File: src/rtl/gpio_irq_ctrl.sv
// gpio_irq_ctrl
// Latches GPIO rising/falling edge pulses into pending registers under
// per-pin enables and drives one registered interrupt request to the CPU.
// The reported source is the highest-priority active pending bit.
//
// Optional feature macro: GPIO_IRQC_CLAIM_EN maps the CLAIM register at 0x14.
// Its read returns the current winner and clears that pending bit.
//
// Ports:
//   PCLK, PRESET             clock, asynchronous active-high reset
//   PADDR/PWRITE/PWDATA/     APB slave, zero wait states; PADDR[4:2] picks
//   PSTRB/PSEL/PENABLE       the register
//   PRDATA/PREADY/PSLVERR    APB response
//   irqsx_gpio_pedge/nedge   one-cycle edge pulses, one bit per pin
//   gpio_irq, gpio_irq_id    registered request and source {falling, pin}
module gpio_irq_ctrl #(
  parameter int ADDR_W = 32,
  parameter int DATA_W = 32,
  parameter int STRB_W = DATA_W / 8
) (
  input  logic              PCLK,
  input  logic              PRESET,
  input  logic [ADDR_W-1:0] PADDR,
  input  logic              PWRITE,
  input  logic [DATA_W-1:0] PWDATA,
  input  logic [STRB_W-1:0] PSTRB,
  input  logic              PSEL,
  input  logic              PENABLE,
  output logic [DATA_W-1:0] PRDATA,
  output logic              PREADY,
  output logic              PSLVERR,
  input  logic [15:0]       irqsx_gpio_pedge,
  input  logic [15:0]       irqsx_gpio_nedge,
  output logic              gpio_irq,
  output logic [4:0]        gpio_irq_id
);

  localparam logic [2:0] SEL_PEDGE_EN = 3'd0;
  localparam logic [2:0] SEL_NEDGE_EN = 3'd1;
  localparam logic [2:0] SEL_PEND_P   = 3'd2;
  localparam logic [2:0] SEL_PEND_N   = 3'd3;
  localparam logic [2:0] SEL_STATUS   = 3'd4;
  localparam logic [2:0] SEL_CLAIM    = 3'd5;

  logic [15:0] pedge_en_q, pedge_en_d;
  logic [15:0] nedge_en_q, nedge_en_d;
  logic [15:0] pend_p_q, pend_p_d;
  logic [15:0] pend_n_q, pend_n_d;
  logic        irq_q, irq_d;
  logic [4:0]  irq_id_q, irq_id_d;

  logic [2:0]  reg_sel;
  logic        wr_acc;
  logic        rd_acc;
  logic        mapped;
  logic [15:0] wmask;
  logic [15:0] wbits;
  logic [15:0] act_p, act_n;
  logic        arb_valid;
  logic [4:0]  arb_id;
  logic [15:0] claim_clr_p, claim_clr_n;
  logic [15:0] clr_p, clr_n;
  logic        unused_ok;

  assign reg_sel = PADDR[4:2];
  assign wr_acc  = PSEL & PENABLE & PWRITE;
  assign rd_acc  = PSEL & PENABLE & ~PWRITE;
  assign wmask   = {{8{PSTRB[1]}}, {8{PSTRB[0]}}};
  assign wbits   = PWDATA[15:0] & wmask;

  assign unused_ok = ^{PADDR[ADDR_W-1:5], PADDR[1:0], PSTRB[STRB_W-1:2],
                       PWDATA[DATA_W-1:16]};

  assign act_p = pend_p_q & pedge_en_q;
  assign act_n = pend_n_q & nedge_en_q;

  // Scan from lowest priority upwards so the last hit (lowest pin) wins;
  // within a pin the rising check comes last so it overrides falling.
  always_comb begin
    arb_valid = 1'b0;
    arb_id    = 5'd0;
    for (int i = 15; i >= 0; i--) begin
      if (act_n[i]) begin
        arb_valid = 1'b1;
        arb_id    = {1'b1, 4'(i)};
      end
      if (act_p[i]) begin
        arb_valid = 1'b1;
        arb_id    = {1'b0, 4'(i)};
      end
    end
  end

`ifdef GPIO_IRQC_CLAIM_EN
  logic claim_hit;
  assign claim_hit   = rd_acc & (reg_sel == SEL_CLAIM) & arb_valid;
  assign claim_clr_p = (claim_hit & ~arb_id[4]) ? (16'h0001 << arb_id[3:0]) : 16'h0000;
  assign claim_clr_n = (claim_hit &  arb_id[4]) ? (16'h0001 << arb_id[3:0]) : 16'h0000;
  assign mapped      = (reg_sel <= SEL_CLAIM);
`else
  assign claim_clr_p = 16'h0000;
  assign claim_clr_n = 16'h0000;
  assign mapped      = (reg_sel <= SEL_STATUS);
`endif

  always_comb begin
    pedge_en_d = pedge_en_q;
    nedge_en_d = nedge_en_q;
    clr_p      = claim_clr_p;
    clr_n      = claim_clr_n;
    if (wr_acc) begin
      case (reg_sel)
        SEL_PEDGE_EN: pedge_en_d = (pedge_en_q & ~wmask) | wbits;
        SEL_NEDGE_EN: nedge_en_d = (nedge_en_q & ~wmask) | wbits;
        SEL_PEND_P:   clr_p      = clr_p | wbits;
        SEL_PEND_N:   clr_n      = clr_n | wbits;
        default: ;
      endcase
    end
    // New edges are OR-ed in after the clear so a same-cycle set survives.
    pend_p_d = (pend_p_q & ~clr_p) | (irqsx_gpio_pedge & pedge_en_q);
    pend_n_d = (pend_n_q & ~clr_n) | (irqsx_gpio_nedge & nedge_en_q);
    irq_d    = arb_valid;
    irq_id_d = arb_id;
  end

  always_ff @(posedge PCLK or posedge PRESET) begin
    if (PRESET) begin
      pedge_en_q <= 16'h0000;
      nedge_en_q <= 16'h0000;
      pend_p_q   <= 16'h0000;
      pend_n_q   <= 16'h0000;
      irq_q      <= 1'b0;
      irq_id_q   <= 5'd0;
    end else begin
      pedge_en_q <= pedge_en_d;
      nedge_en_q <= nedge_en_d;
      pend_p_q   <= pend_p_d;
      pend_n_q   <= pend_n_d;
      irq_q      <= irq_d;
      irq_id_q   <= irq_id_d;
    end
  end

  always_comb begin
    PRDATA = '0;
    if (PSEL) begin
      case (reg_sel)
        SEL_PEDGE_EN: PRDATA[15:0] = pedge_en_q;
        SEL_NEDGE_EN: PRDATA[15:0] = nedge_en_q;
        SEL_PEND_P:   PRDATA[15:0] = pend_p_q;
        SEL_PEND_N:   PRDATA[15:0] = pend_n_q;
        SEL_STATUS: begin
          PRDATA[31]  = irq_q;
          PRDATA[4:0] = irq_id_q;
        end
`ifdef GPIO_IRQC_CLAIM_EN
        SEL_CLAIM: begin
          PRDATA[31]  = arb_valid;
          PRDATA[4:0] = arb_id;
        end
`endif
        default: ;
      endcase
    end
  end

  assign PREADY      = 1'b1;
  assign PSLVERR     = PSEL & PENABLE & ~mapped;
  assign gpio_irq    = irq_q;
  assign gpio_irq_id = irq_id_q;

endmodule
File: config.mk
export PLATFORM = sky130hd
export DESIGN_NAME = gpio_irq_ctrl
export DESIGN_NICKNAME = d
export VERILOG_FILES = /design/src/rtl/gpio_irq_ctrl.sv
export SDC_FILE = /design/constraint.sdc
export NUM_CORES = 1
export LEC_CHECK = 0
export ABC_AREA = 1
export BUFFER_PORTS_ARGS = -buffer_cell sky130_fd_sc_hd__buf_4
export CAP_MARGIN = 10
export CELL_PAD_IN_SITES_DETAIL_PLACEMENT = 1
export CELL_PAD_IN_SITES_GLOBAL_PLACEMENT = 1
export CORE_ASPECT_RATIO = 1.25
export CORE_MARGIN = 4
export CORE_UTILIZATION = 35
export CTS_CLUSTER_SIZE = 25
export DETAILED_ROUTE_END_ITERATION = 8
export PLACE_DENSITY = 0.77
export SLEW_MARGIN = 20
export SYNTH_ARGS = -nofsm -noshare
export SYNTH_HDL_FRONTEND = slang
export SYNTH_SLANG_ARGS = --single-unit
File: constraint.sdc
create_clock -name PCLK -period 2.9 [get_ports PCLK]
set_input_delay 0.58 -clock PCLK [delete_from_list [all_inputs] [get_ports PCLK]]
set_output_delay 0.58 -clock PCLK [all_outputs]
set_load 0.05 [all_outputs]
; Yosys cells after proc, flatten, opt, wreduce, memory -nomap -nowiden
; Index checks and enable logic that the tools add are counted.
[totals]
reg_bits = 70
input_bits = 105
out_inout_bits = 40
wordCells = 107
[op_classes]
n_lt_le_gt_ge = 1
eq_ne = 4
n_mux = 73
bitwise = 20
n_reduce_logical = 3
[op_table]
columns = operator, count
row1 = 2-to-1 mux 5 bit, 32
row2 = AND 16 bit, 9
row3 = 2-to-1 mux 16 bit, 5
row4 = OR 16 bit, 4
row5 = inverter 16 bit, 3
row6 = one-hot mux 11 bit (4 select lines), 1
row7 = 2-to-1 mux 1 bit, 34
row8 = one-hot mux 5 bit (5 select lines), 1
row9 = equality test 3 x 2 -> 1 bit (second input constant), 2
row10 = AND reduction 2 bit, 2
row11 = AND 1 bit, 3
row12 = equality test 3 x 1 -> 1 bit (second input constant), 1
row13 = equality test 3 bit (second input constant), 1
row14 = <= comparator 3 bit (second input constant), 1
row15 = logical NOT 3 bit, 1
row16 = inverter 1 bit, 1

; Longest topological paths before layout
[logic_depth]
depth_word = 33
depth_mapped = 32
ltp_nobuf = 32

; Worst setup path before layout
; No wires, ideal clock.
[synth_timing]
path_type = input to output
start = input port PADDR[3]
end = output port PRDATA[10]
arrival_ns = 2.327
required_time_ns = 2.320
path_slack_ns = -0.007
stages = 6
path_buffers = 1
cell_sequence = nor2_1 > nand2_1 > inv_2 > buf_1 > a221oi_1 > nor2_1
[synth_between]
elab_chain_len = 3
elab_cells_between_ends = 6
classes_between = 3 x eq/ne / 2 x mux / 1 x reduce/logical
[synth_rtl]
columns = item, line_no
row1 = start: declaration, 23  ; input logic [ADDR_W-1:0] PADDR,
row2 = equality test 3 x 2 -> 1 bit (tied with other cells), 148  ; case (reg_sel)
row3 = one-hot mux 11 bit (4 select lines) *, 148
row4 = 2-to-1 mux 16 bit *, 147  ; if (PSEL) begin
row5 = end: declaration, 29  ; output logic [DATA_W-1:0] PRDATA,
; Mark *: on every way between the ends. The rest lies on a longest branch, timed or not.

; Final worst setup path
[layout_timing]
start = input port PADDR[4]
end = output port PRDATA[0]
[layout_between]
elab_chain_len = 3
elab_cells_between_ends = 7
classes_between = 4 x eq/ne / 2 x mux / 1 x reduce/logical
[layout_rtl]
columns = item, line_no
row1 = equality test 3 bit (tied with other cells), 148
row2 = one-hot mux 5 bit (5 select lines) *, 148
row3 = 2-to-1 mux 16 bit *, 147
; Marks and branches as above.

==> impl_metrics.py <==
metrics = {
    "pwr": {
        "p_int_mw": 2.17,
        "p_comb_share_pct": 29.9,
        "switchingPower_mw": 1.26,
        "ir_drop_mv": 0.315,
        "p_seq_share_pct": 39.8,
        "p_total_mw": 3.44,
        "leakage_nw": 2.47,
        "power.density_nw_per_um2": 709,
        "clkPwrFrac_pct": 30.3,
        "switching_share_pct": 36.8,
    },
    "route": {
        "drt_pass1_iterations": 4,
        "via_per_inst": 5.14,
        "drc_errors": 0,
        "antenna_left": 0,
        "drtIter0Drc": 95,
        "wirelength_mm": 12.6,
        "routedWlPerCell_um": 17.5,
        "num_vias": 3686,
    },
    "yosys": {
        "synthTopCellsByArea": "dfrtp_1, nand2_1, o21ai_0",
        "avgSynthCellArea_um2": 7.64,
        "synth_seq_cells": 70,
        "ys_seq_area_share_pct": 46.4,
        "synth_cell_type_count": 25,
        "synth_edf_count": 0,
        "ys_warn_count": 0,
        "synth_top_area_cell": "dfrtp_1",
        "yosys_most_used_dff": "dfrtp_1",
        "netlist_area_um2": 3770,
        "synth_cells": 494,
        "synth_top_area_share_pct": 46.4,
        "synthArstFlopShare_pct": 100,
    },
    "floorplan": {
        "die_h_um": 124,
        "die_area_um2": 12500,
        "coreArea_um2": 10600,
        "die_w_um": 101,
        "pin_count": 145,
        "initial_core_util_pct": 35.7,
        "row_count": 42,
    },
    "outcome": {
        "status": "finished, final reports clean",
    },
    "placed_design": {
        "place_area_um2": 4570,
        "hpwl_mm": 9.06,
        "place_congestion": 0.789,
        "io_buffers": 81,
    },
    "timing": {
        "fin_crit_ns": 2.54,
        "final-max-slew-violation-count": 0,
        "grt_setup_unrepaired": "no",
        "finalClockSkew_ns": 0.00520,
        "setup_viol": 0,
        "finalHoldViolCount": 0,
        "tightest_slew_ns": 0.812,
        "period_share_pct": 87.5,
        "relSlewSlack_pct": 45.8,
        "fmax_ghz": 0.394,
        "setup_tns_ns": 0,
    },
    "layout": {
        "fin_nets": 687,
        "antennaDiodeCount": 0,
        "drive_gt1_share_pct": 22.9,
        "utilization_pct": 45.9,
        "area_delta_synth_final_pct": 28.5,
        "fin_area_um2": 4850,
    },
    "clocking": {
        "clockBufferDepth": 2,
        "cts_setup_buffers": 0,
        "path_clk_slew_ns": 0.05,
        "cts_tree": "yes",
        "root_buffer": "clkbuf_16",
        "cts_made_buffers": 9,
        "htreeDepth": 3,
        "clock-sinks": 70,
        "ctsResizeCount": 0,
        "cts_hold_buffers": 0,
        "clk_latency_ns": 0.33,
    },
    "global_route": {
        "grtUsageTotal_pct": 20.6,
        "grt_pass1_wl_mm": 19.9,
        "antenna_found_initial": 0,
        "first_global_vias": 3968,
        "grt_max_degree": 38,
        "grt_overflow": 0,
    },
    "setup_path": {
        "path_max_fanout": 32,
        "r2r_setup_slack_ns": 0.72,
        "worst_setup_path_end_kind": "output port",
        "worstPathArrival_ns": 1.96,
        "cp.required_ns": 2.32,
        "startpoint_type": "input port",
        "critPathKind": "input port to output port",
    },
    "worst_hold_path": {
        "min_path_type": "input port to asynchronous set/reset pin",
    },
    "run": {
        "cap_violations": 0,
    },
}
[worst paths after layout]
check / start / end / cells past startpoint
worst max-delay path: PADDR[4] / PRDATA[0] / 8
worst min-delay path: PRESET / asynchronous set/reset pin / 2
worst max register to register: pend_n_q[15] / gpio_irq_id[4] / 32
worst min register to register: pend_p_q[8] / pend_p_q[8] / 2
max in group asynchronous: PRESET / pend_n_q[9] / 3
min in group PCLK: irqsx_gpio_pedge[1] / pend_p_q[1] / 3
[logic make-up after synthesis]
kind of cell,Yosys count,synth area share (%)
compound gates,98,15.3
buf+inv,71,8.65
flops,70,46.4
mux,14,4.18
other cells,2,0.199
simple gates,239,25.3
[placed cells by master, fill, tap and decap left out, drive strengths merged]
cell type,count
nor2,37
a211oi,2
dfrtp,70
a31oi,3
a221oi,14
clkinv,3
inv,42
buf,90
conb,16
mux2,14
nand4,4
o22ai,15
a21oi,5
nand3,10
nor3,4
nand2,184
o21ai,58
clkbuf,13
o31ai,1
[metal layers]
metal / wire length (um) / global-route usage (%) / vias up
met5: 0 / 0 / -
met4: 207 / 6.48 / 0
met3: 535 / 3.53 / 14
met2: 6860 / 39.0 / 88
met1: 4980 / 23.2 / 1818
li1: - / - / 1766
[power by group through the flow]
| stage | clock (mW) | combinational, mW | sequential (mW) |
|---|---|---|---|
| 2_1_floorplan | 0 | 0.662 | 1.41 |
| 3_3_place_gp | 0 | 0.994 | 1.37 |
| 3_5_place_dp | 0 | 1.03 | 1.38 |
| 4_1_cts | 1.06 | 1.04 | 1.37 |
| 5_1_grt | 1.10 | 1.15 | 1.40 |
| 6_report | 1.04 | 1.03 | 1.37 |
[worst max-delay path, stage by stage]
cell and delay [ns]:
buf_4 0.15, inv_2 0.12, nand3_1 0.14, buf_12 0.20, o21ai_0 0.22, a221oi_1 0.08, a21oi_1 0.20, buf_4 0.24
[Yosys cell counts, types with 2 or more instances]
library cell / n
nand2_2: 11
nand3_1: 10
clkbuf_1: 10
inv_1: 36
nor3_1: 4
a211oi_1: 2
a221oi_1: 14
o21ai_0: 37
dfrtp_1: 70
inv_2: 6
buf_4: 16
clkinv_1: 2
a31oi_1: 3
o22ai_1: 15
a21oi_1: 4
o21ai_1: 21
conb_1: 2
nand4_1: 4
nor2_1: 36
nand2_1: 173
mux2_1: 14
[cell type report]
class                   count  area, um^2
clock buffers              13         270
clock inverters             1        5.00
fillers                  1309        5710
inverters                  44         165
multi-input cells         367        1780
flip-flops and latches     70        1750
well taps                 132         165
repair buffers             90         713
[metrics by stage]
| stage | worst slack (ns) | hold slack (ns) | std cells |
|---|---|---|---|
| 5_1_grt | 0.261 | 0.450 | 717 |
| 3_3_place_gp | 0.391 | 0.475 | 703 |
| 2_1_floorplan | 0.0161 | 0.464 | 508 |
| 4_1_cts | 0.345 | 0.440 | 717 |
| 3_5_place_dp | 0.386 | 0.495 | 703 |
| 6_report | 0.364 | 0.416 | 717 |
Note: power is estimated with default switching activity, not from simulation.
